### src/rtl/rx_word_aligner_pkg.sv
// rx_word_aligner shared types and constants.
// Optional statistics build: define RX_ALIGN_STATS_EN.
package rx_align_pkg;

  localparam int WORD_W = 32;
  localparam int OFF_W  = 5;

  localparam logic [WORD_W-1:0] SYNC_DEFAULT = 32'hBC3C_F0F0;

  typedef enum logic [1:0] {
    SEARCH,
    VERIFY,
    LOCKED
  } state_t;

  function automatic int cnt_w(input int n);
    return (n <= 2) ? 1 : $clog2(n);
  endfunction

endpackage

### src/rtl/rx_word_aligner_if.sv
// Word stream bundle between upstream, aligner and consumer.
// master = stimulus/consumer side, slave = aligner side.
interface rx_word_aligner_if;
  import rx_align_pkg::*;

  logic [WORD_W-1:0] din;
  logic              din_valid;
  logic [WORD_W-1:0] dout;
  logic              dout_valid;
  logic              dout_sof;

  modport master (
    output din, din_valid,
    input  dout, dout_valid, dout_sof
  );

  modport slave (
    input  din, din_valid,
    output dout, dout_valid, dout_sof
  );

endinterface

### src/rtl/rx_word_aligner_window.sv
// Two-word sliding window and 64-to-32 extraction
// at the current bit offset. Pure datapath.
module rx_align_window
  import rx_align_pkg::*;
(
  input  logic              clk,
  input  logic              rstn,
  input  logic [WORD_W-1:0] i_din,
  input  logic              i_din_valid,
  input  logic [OFF_W-1:0]  i_offset,
  output logic [WORD_W-1:0] o_aligned
);

  logic [WORD_W-1:0]   r_prev;
  logic [2*WORD_W-1:0] w_cat;

  // Keep the previous valid word; bit 0 is the oldest bit.
  always_ff @(posedge clk or negedge rstn) begin
    if (!rstn)
      r_prev <= '0;
    else if (i_din_valid)
      r_prev <= i_din;
  end

  assign w_cat     = {i_din, r_prev};
  assign o_aligned = w_cat[{1'b0, i_offset} +: WORD_W];

endmodule

### src/rtl/rx_word_aligner.sv
// Frame sync search/verify/lock and payload delivery.
// Define RX_ALIGN_STATS_EN for lock-loss/sync-miss counters.
module rx_word_aligner
  import rx_align_pkg::*;
#(
  parameter logic [WORD_W-1:0] SYNC_WORD = SYNC_DEFAULT,
  parameter int FRAME_LEN    = 16,
  parameter int LOCK_COUNT   = 4,
  parameter int UNLOCK_COUNT = 4
) (
  input  logic             clk,
  input  logic             rstn,
  rx_word_aligner_if.slave rx,
  input  logic             realign,
  output logic             locked,
  output logic [OFF_W-1:0] bit_offset
`ifdef RX_ALIGN_STATS_EN
  ,
  output logic [15:0]      lock_loss_cnt,
  output logic [15:0]      sync_miss_cnt
`endif
);

  localparam int CW = cnt_w(FRAME_LEN);
  localparam logic [CW-1:0] LAST_W = CW'(FRAME_LEN - 1);
  localparam logic [CW-1:0] ONE_W  = CW'(1);
  localparam logic [3:0] LOCK_N    = 4'(LOCK_COUNT);
  localparam logic [3:0] UNLOCK_N  = 4'(UNLOCK_COUNT);

  state_t            r_state, w_state;
  logic [OFF_W-1:0]  r_off, w_off;
  logic [CW-1:0]     r_wcnt, w_wcnt, w_wnext;
  logic [3:0]        r_good, w_good, w_ginc;
  logic [3:0]        r_miss, w_miss, w_minc;
  logic [WORD_W-1:0] r_dout, w_dout;
  logic              r_dv, w_dv;
  logic              r_sof, w_sof;
  logic              r_locked;
  logic [WORD_W-1:0] w_aligned;
  logic              w_match;
  logic              w_bnd;

  rx_align_window u_win (
    .clk         (clk),
    .rstn        (rstn),
    .i_din       (rx.din),
    .i_din_valid (rx.din_valid),
    .i_offset    (r_off),
    .o_aligned   (w_aligned)
  );

  assign w_match = (w_aligned == SYNC_WORD);
  assign w_bnd   = (r_wcnt == '0);
  assign w_wnext = (r_wcnt == LAST_W) ? '0 : r_wcnt + ONE_W;
  assign w_ginc  = r_good + 4'd1;
  assign w_minc  = r_miss + 4'd1;

  // Next state, counters and output word.
  always_comb begin
    w_state = r_state;
    w_off   = r_off;
    w_wcnt  = r_wcnt;
    w_good  = r_good;
    w_miss  = r_miss;
    w_dout  = r_dout;
    w_dv    = 1'b0;
    w_sof   = 1'b0;
    if (realign) begin
      w_state = SEARCH;
      w_wcnt  = '0;
      w_good  = '0;
      w_miss  = '0;
    end else if (rx.din_valid) begin
      unique case (r_state)
        SEARCH: begin
          if (w_match) begin
            w_wcnt  = ONE_W;
            w_good  = 4'd1;
            w_miss  = '0;
            w_state = (LOCK_COUNT == 1) ? LOCKED : VERIFY;
          end else begin
            w_off = r_off + 5'd1;
          end
        end
        VERIFY: begin
          w_wcnt = w_wnext;
          if (w_bnd && w_match) begin
            w_good = w_ginc;
            if (w_ginc == LOCK_N) begin
              w_state = LOCKED;
              w_miss  = '0;
            end
          end else if (w_bnd) begin
            w_state = SEARCH;
            w_off   = r_off + 5'd1;
            w_wcnt  = '0;
            w_good  = '0;
          end
        end
        LOCKED: begin
          w_wcnt = w_wnext;
          if (w_bnd && w_match) begin
            w_miss = '0;
          end else if (w_bnd) begin
            w_miss = w_minc;
            if (w_minc == UNLOCK_N) begin
              w_state = SEARCH;
              w_wcnt  = '0;
              w_good  = '0;
              w_miss  = '0;
            end
          end else begin
            w_dout = w_aligned;
            w_dv   = 1'b1;
            w_sof  = (r_wcnt == ONE_W);
          end
        end
        default: w_state = SEARCH;
      endcase
    end
  end

  // State and output registers.
  always_ff @(posedge clk or negedge rstn) begin
    if (!rstn) begin
      r_state  <= SEARCH;
      r_off    <= '0;
      r_wcnt   <= '0;
      r_good   <= '0;
      r_miss   <= '0;
      r_dout   <= '0;
      r_dv     <= 1'b0;
      r_sof    <= 1'b0;
      r_locked <= 1'b0;
    end else begin
      r_state  <= w_state;
      r_off    <= w_off;
      r_wcnt   <= w_wcnt;
      r_good   <= w_good;
      r_miss   <= w_miss;
      r_dout   <= w_dout;
      r_dv     <= w_dv;
      r_sof    <= w_sof;
      r_locked <= (w_state == LOCKED);
    end
  end

  assign rx.dout       = r_dout;
  assign rx.dout_valid = r_dv;
  assign rx.dout_sof   = r_sof;
  assign locked        = r_locked;
  assign bit_offset    = r_off;

`ifdef RX_ALIGN_STATS_EN
  logic [15:0] r_lloss, r_smiss;
  logic        w_lloss_ev, w_smiss_ev;

  assign w_lloss_ev = (r_state == LOCKED) && (w_state == SEARCH);
  assign w_smiss_ev = rx.din_valid && !realign && w_bnd
                   && !w_match
                   && (r_state == VERIFY || r_state == LOCKED);

  // Saturating lock-loss and sync-miss event counters.
  always_ff @(posedge clk or negedge rstn) begin
    if (!rstn) begin
      r_lloss <= '0;
      r_smiss <= '0;
    end else begin
      if (w_lloss_ev && r_lloss != 16'hFFFF)
        r_lloss <= r_lloss + 16'd1;
      if (w_smiss_ev && r_smiss != 16'hFFFF)
        r_smiss <= r_smiss + 16'd1;
    end
  end

  assign lock_loss_cnt = r_lloss;
  assign sync_miss_cnt = r_smiss;
`endif

endmodule
### src/flat_wrapper.sv
// flat-port wrapper written by rule: the top's interface ports become plain ports
module rx_word_aligner_flat import rx_align_pkg::*;
#(
  parameter logic [WORD_W-1:0] SYNC_WORD = SYNC_DEFAULT,
  parameter int FRAME_LEN    = 16,
  parameter int LOCK_COUNT   = 4,
  parameter int UNLOCK_COUNT = 4
)
  (clk, rstn, realign, locked, bit_offset, rx_din, rx_din_valid, rx_dout, rx_dout_valid, rx_dout_sof);
  rx_word_aligner_if rx_i ();
  input  logic clk;
  input  logic rstn;
  input  logic realign;
  output logic locked;
  output logic [OFF_W-1:0] bit_offset;
  input wire logic [$bits(rx_i.din)-1:0] rx_din;
  input wire logic [$bits(rx_i.din_valid)-1:0] rx_din_valid;
  output wire logic [$bits(rx_i.dout)-1:0] rx_dout;
  output wire logic [$bits(rx_i.dout_valid)-1:0] rx_dout_valid;
  output wire logic [$bits(rx_i.dout_sof)-1:0] rx_dout_sof;
  assign rx_i.din = rx_din;
  assign rx_i.din_valid = rx_din_valid;
  assign rx_dout = rx_i.dout;
  assign rx_dout_valid = rx_i.dout_valid;
  assign rx_dout_sof = rx_i.dout_sof;
  rx_word_aligner #(.SYNC_WORD(SYNC_WORD), .FRAME_LEN(FRAME_LEN), .LOCK_COUNT(LOCK_COUNT), .UNLOCK_COUNT(UNLOCK_COUNT)) u_core (.clk(clk), .rstn(rstn), .rx(rx_i), .realign(realign), .locked(locked), .bit_offset(bit_offset));
endmodule
### config.mk
export PLATFORM = sky130hd
export DESIGN_NAME = rx_word_aligner_flat
export DESIGN_NICKNAME = d
export VERILOG_FILES = /design/src/rtl/rx_word_aligner_pkg.sv /design/src/rtl/rx_word_aligner_if.sv /design/src/rtl/rx_word_aligner_window.sv /design/src/rtl/rx_word_aligner.sv /design/src/flat_wrapper.sv
export SDC_FILE = /design/constraint.sdc
export NUM_CORES = 1
export LEC_CHECK = 0
export ABC_AREA = 1
export BUFFER_PORTS_ARGS = -buffer_cell sky130_fd_sc_hd__buf_2
export CAP_MARGIN = 5
export CORE_UTILIZATION = 60
export CTS_CLUSTER_SIZE = 28
export DETAILED_ROUTE_END_ITERATION = 7
export PLACE_DENSITY_LB_ADDON = 0.12
export SETUP_SLACK_MARGIN = 0.05
export SYNTH_ARGS = -nofsm -noshare
export SYNTH_HDL_FRONTEND = slang
export SYNTH_SLANG_ARGS = --single-unit
### constraint.sdc
create_clock -name clk -period 3.1 [get_ports clk]
set_input_delay 0.31 -clock clk [delete_from_list [all_inputs] [get_ports clk]]
set_output_delay 0.31 -clock clk [all_outputs]
set_load 0.05 [all_outputs]
# Word-level counts from Yosys, hierarchy flattened
# Index checks and enable logic that the tools add are counted.
[word_totals]
register_bits = 86
wordCells = 99
[op_classes]
n_addsub = 4
eq_ne = 19
shifts = 1
mux = 51
bitwise = 3
n_reduce_logical = 11
[op_table]
columns = ["op", "count"]
rows = [
  ["$mux W4", 24],
  ["$shiftx A64 B6 Y32", 1],
  ["$pmux W4 S3", 3],
  ["$eq A32 B32 Y1 const B", 1],
  ["$mux W2", 9],
  ["$mux W5", 3],
  ["$ne A3 B2 Y1 const B", 5],
  ["$add A4 B1 Y4 const B", 3],
  ["$reduce_and A6 Y1", 2],
  ["$mux W1", 10],
  ["$pmux W5 S2", 1],
  ["$eq A4 B3 Y1 const B", 2],
  ["$ne A4 B2 Y1 const B", 2],
  ["$reduce_and A7 Y1", 1],
  ["$pmux W2 S3", 1],
  ["$add A5 B1 Y5 const B", 1],
  ["$reduce_and A5 Y1", 1],
  ["$eq A2 B2 Y1 const B", 2],
  ["$eq A4 B1 Y1 const B", 1],
  ["$eq A4 B4 Y1 const B", 1],
  ["$logic_not A4 Y1", 1],
  ["$ne A2 B2 Y1 const B", 2],
  ["$reduce_bool A2 Y1", 2],
  ["$reduce_bool A4 Y1", 1],
  ["7 further kinds", 9],
]

# Depth between registers and ports, before layout
[logic_depth]
word_depth = 9
depth_mapped = 22

# By module
# Synthesis repeated with hierarchy kept, for this count alone.
[hier_totals]
hier_cells = 1090
hier_area_um2 = 6990.5
[by_module_without_submodules]
columns = ["module", "n_inst", "cells_per_inst", "area_per_inst_um2", "seq_area_each_um2"]
rows = [
  ["rx_align_window", 1, 705, 4120.2, 800.8],
  ["rx_word_aligner", 1, 385, 2870.3, 1351.3],
]

# Worst setup path before layout
# Ideal clock, no wire load.
[synth_path]
path_kind = "flip-flop to flip-flop"
start = "reg u_core.r_off[2], in the netlist u_core.bit_offset[2]"
end = "reg u_core.r_good[1]"
t_arrival_ns = 2.426
setup_slack_ns = 0.553
path_stages_with_launch = 21
n_path_buf = 3
synth_period_minus_slack_ns = 2.547
path_cell_list = "dfrtp_1 -> buf_2 -> inv_2 -> buf_4 -> buf_4 -> nand3_1 -> nand2_1 -> nand2_1 -> nand3_1 -> nand2_1 -> nand2_1 -> nor2_1 -> nand2_1 -> nor2_2 -> nand2_2 -> nand2_2 -> nand2_2 -> nand2_4 -> nand3_4 -> nand2_1 -> o21ai_1"
[synth_between]
elab_chain_len = 7
[synth_lines]
columns = ["item", "line", "rtl"]
rows = [
  ["start: declaration", "rx_word_aligner.sv:31", "logic [OFF_W-1:0] r_off, w_off;"],
  ["start signal: assignment", "rx_word_aligner.sv:137", "r_off <= w_off;"],
  ["$shiftx A64 B6 Y32 (*)", "rx_word_aligner_window.sv:26", "assign o_aligned = w_cat[{1'b0, i_offset} +: WORD_W];"],
  ["$eq A32 B32 Y1 (*)", "rx_word_aligner.sv:52", "assign w_match = (w_aligned == SYNC_WORD);"],
  ["$logic_and A1 B1 Y1", "rx_word_aligner.sv:87, rx_word_aligner.sv:102", ""],
  ["$mux W4", "rx_word_aligner.sv:87", "if (w_bnd && w_match) begin"],
  ["$pmux W4 S3", "rx_word_aligner.sv:74", "unique case (r_state)"],
  ["$mux W4", "rx_word_aligner.sv:73", "end else if (rx.din_valid) begin"],
  ["$mux W4", "rx_word_aligner.sv:68", "if (realign) begin"],
  ["end signal: assignment", "rx_word_aligner.sv:139", "r_good <= w_good;"],
  ["end: declaration", "rx_word_aligner.sv:33", "logic [3:0] r_good, w_good, w_ginc;"],
]
# Every way passes the cells marked *; elsewhere a longest branch is shown, timed or not. The select of a mux whose other input is x is not followed.
# A chain may end at the register's enable or synchronous reset.

# Worst setup path in the final report
[layout_path]
start = "reg u_core.r_off[1], in the netlist u_core.bit_offset[1]"
end = "reg u_core.r_good[0]"
# The elaborated chain is that of the path after synthesis.

==> results by group <==
Clocking
  – Clk pin slew, worst setup/hold paths: 0.07 ns
  – Clock Latency Late Sink: 0.36 ns
  – CTS tree: yes
  – Number of buffers inserted by hold repair at cts: 0
  – Clock root buffer: clkbuf_16
  – CTS H-Tree Depth: 3
  – Clock sink total: 86
  – Clock Path Buffers: 2
  – CTS Buf Count: 9

Floorplan
  – I/O pins: 76
  – Cell Rows: 39
  – Core box area: 0.01147 mm2
  – Initial Util: 0.6173
  – Die Ht: 110.6 um
  – Die Area: 0.01224 mm2
  – Die Wd: 110.6 um

Power and ir drop
  – Power Dens Cells: 1054 mW/mm2
  – Static leakage: 4.171 nW
  – Worst IR drop on VDD: 0.0007815 V

Placed design
  – Placed Area: 0.007507 mm2
  – Cells after DPL: 1340
  – RePlAce Congestion: 1.049
  – PortBufs: 75
  – HPWL Detailed: 16700 um

Layout
  – Layout cells sized above 1: 0.1298
  – Diode count: 0
  – Fin util: 0.6888
  – Final nets: 1260
  – Final Cell Area: 0.007899 mm2
  – Final cell count without fillers: 1360
  – Syn-to-layout area delta: 11.58%

Synth
  – Top post-synthesis cells by area: dfrtp_1 30%, nand2_1 28%, nand3_1 23%
  – Synth top area share: 0.3040
  – Syn_area_per_cell: 6.082 um2
  – Synth Register Bits: 86
  – Mapped cell area: 0.007079 mm2
  – Library cells used by synthesis: 35
  – Cells after synthesis: 1164
  – Register area share after synthesis: 0.3040
  – Ys flop type: dfrtp_1
  – EDFF count, synth: 0
  – Syn Nets: 1212
  – Post-synth ARST share: 1.000
  – Cell taking the most area after synthesis: dfrtp_1
  – YS warnings: 0

Timing
  – Final hold violations: 0
  – Clk_skew: 0.008346 ns
  – Final TNS setup: 0 ns
  – Final Critical Period: 2.772 ns
  – Max Slew Vio Count: 0
  – Final setup vio count: 0
  – RSZ-0062 raised after global routing: no
  – Slew @ Worst Pin: 0.7672 ns
  – Fin crit share: 0.8943
  – Fmax: 360.7 MHz
  – Slew headroom: 0.4885

Setup path
  – Slowest-stage cell, CP: dfrtp_2
  – CP max stage delay: 0.45 ns
  – Worst path arrival time: 3.02 ns
  – Worst Setup End Kind: flop
  – Cell mode on critical path: nand2_1
  – Required @ worst endpoint: 3.35 ns
  – Crit path cell chain: buf_12 > buf_4 > nand3_1 > nand3_1 > nand3_1 > nand2_1 > nand2_1 > nand2_1 > nand2_1 > nor2_1 > nand2_1 > nor2_2 > nand2_2 > nand2_2 > nand2_2 > nand2_4 > nand3_4 > nand2_1 > o21ai_1
  – Crit Path Category: flop to flop
  – Element type at the critical path start: flop
  – Crit Path Max Fanout: 13
  – Worst Reg-to-Reg Cells: 19

Run status
  – Status: complete, no violations

Global route
  – First-pass GRT wire length: 37750 um
  – Congestion Overflow GR: 0
  – Antenna violations before repair: 0
  – Vias in the first global route: 7502
  – Gr usage total: 0.3840
  – Largest net degree at the start of global routing: 61

Drt
  – Drt pass-1 iters: 6
  – Vias per inst: 5.995
  – Iter 0 DRT Violations: 1022
  – Via count: 8153
  – Drt wl/cell: 16.84 um
  – Remaining antenna violation count: 0
  – DRC viols: 0
  – Final Routed Wirelength: 22910 um

Hold path
  – HP Class: input port to asynchronous set/reset pin

Job
  – Max-cap viol count: 0
## where the power goes
part           internal, mW  switching (mW)  total, mW  leakage (nW)
logic                  1.74            4.16       5.90          2.91
clock network         0.573           0.532       1.11         0.149
registers              1.21           0.107       1.31          1.11
## worst max-delay path: cells and delay by family, from the launching register on
kind | cells | cell delay [ns]
flops | 1 | 0.45
buf+inv | 2 | 0.35
simple gates | 16 | 1.82
compound gates | 1 | 0.06
## final timing paths
kind / start / endpoint / slack (ns)
max in group asynchronous: rstn / u_core.rx.dout[27] / 2.34
worst min register to register: u_core.rx.dout[28] / u_core.rx.dout[28] / 0.48
worst max-delay path: u_core.bit_offset[1] / u_core.r_good[0] / 0.33
worst max register to register: u_core.bit_offset[1] / u_core.r_good[0] / 0.33
worst min-delay path: rstn / u_core.u_win.r_prev[8] / 0.03
min in group clk: rx_din[31] / u_core.u_win.r_prev[31] / 0.15
## state kept, by name (all words and copies together) (netlist names)
| register | count |
|---|---|
| u_core.rx.dout | 32 |
| u_core.r_state | 2 |
| u_core.r_miss | 4 |
| u_core.r_wcnt | 4 |
| u_core.rx.dout_sof | 1 |
| u_core.u_win.r_prev | 32 |
| u_core.rx.dout_valid | 1 |
| u_core.r_good | 4 |
| u_core.bit_offset | 5 |
| u_core.locked | 1 |
## per-stage QoR
step           hold WS (ns)  worst slack (ns)  total power, mW
2_1_floorplan       0.01441            0.5533            5.447
3_3_place_gp         0.4161            0.1716            6.848
3_5_place_dp         0.4203            0.2496            6.849
4_1_cts             0.04037            0.2077            7.972
5_1_grt             0.07339           0.07853            8.968
6_report            0.02507            0.3276            8.322
## synthesized netlist by cell type, types with 2 or more instances
master    count
nand3b_1      4
o21ai_1      10
buf_4         6
nand2_1     520
inv_1        26
nand2_2      12
nand3_2       4
nand3_4       2
buf_6         6
ha_1         12
nor2_2        8
o21ai_2       2
a21oi_1       3
nand3_1     323
dfrtp_1      86
nor2_1       35
buf_2        24
nand4_1       4
nor3_1        2
xnor2_1       3
clkbuf_1     23
clkinv_1      3
o22ai_1       3
buf_1         6
inv_2         4
xor2_1        5
o21ai_0      20
## cell type report
class                   instances  area, um2
clock buffers                   9      225.2
well taps                     143      178.9
clock inverters                 7      76.32
fillers                      1112       3568
repair buffers                103      693.2
inverters                      34      131.4
multi-input cells             978       4439
flip-flops and latches         86       2155
## per-layer routing
| metal | share of wire | global-route usage |
|---|---|---|
| met1 | 0.42 | 0.5342 |
| met4 | 0.040 | 0.1609 |
| met5 | 0 | 0 |
| met2 | 0.43 | 0.5822 |
| met3 | 0.11 | 0.07574 |
## repair_timing
action / in CTS / in global routing
setup buffers: 0 / 2
setup endpoints to repair: 0 / 20
resized for setup: 0 / 5
## placed cells by master, fill, tap and decap left out, types with 2 or more instances in the layout
cell       Yosys  layout
inv_2          4       3
nand2_1      520     520
nor3_1         2       2
nand3_1      323     323
clkbuf_16      0      11
buf_12         1       5
o22ai_1        3       3
nand3_4        2       2
nand2_2       12      12
nand4_1        4       4
dfrtp_2        0       2
inv_8          0       3
clkinv_1       3       3
buf_6          6       2
dfrtp_1       86      84
xor2_1         5       5
ha_1          12      12
xnor2_1        3       3
buf_2         24      74
clkinv_4       0       2
a21oi_1        3       3
inv_1         26      26
nand3_2        4       4
nor2_1        35      34
nor2_2         8       9
o21ai_0       20      20
o21ai_1       10      10
buf_4          6      20
nand3b_1       4       4
o21ai_2        2       2
## kinds of logic after synthesis
group / share of synthesized area
AOI/OAI and AO/OA: 0.03058
xor gates and xnor gates: 0.009898
adders and majority gates: 0.02121
buffers and inverters: 0.06928
DFF: 0.3040
and+or+nand+nor: 0.5650
Power figures use the tool's default switching activity.
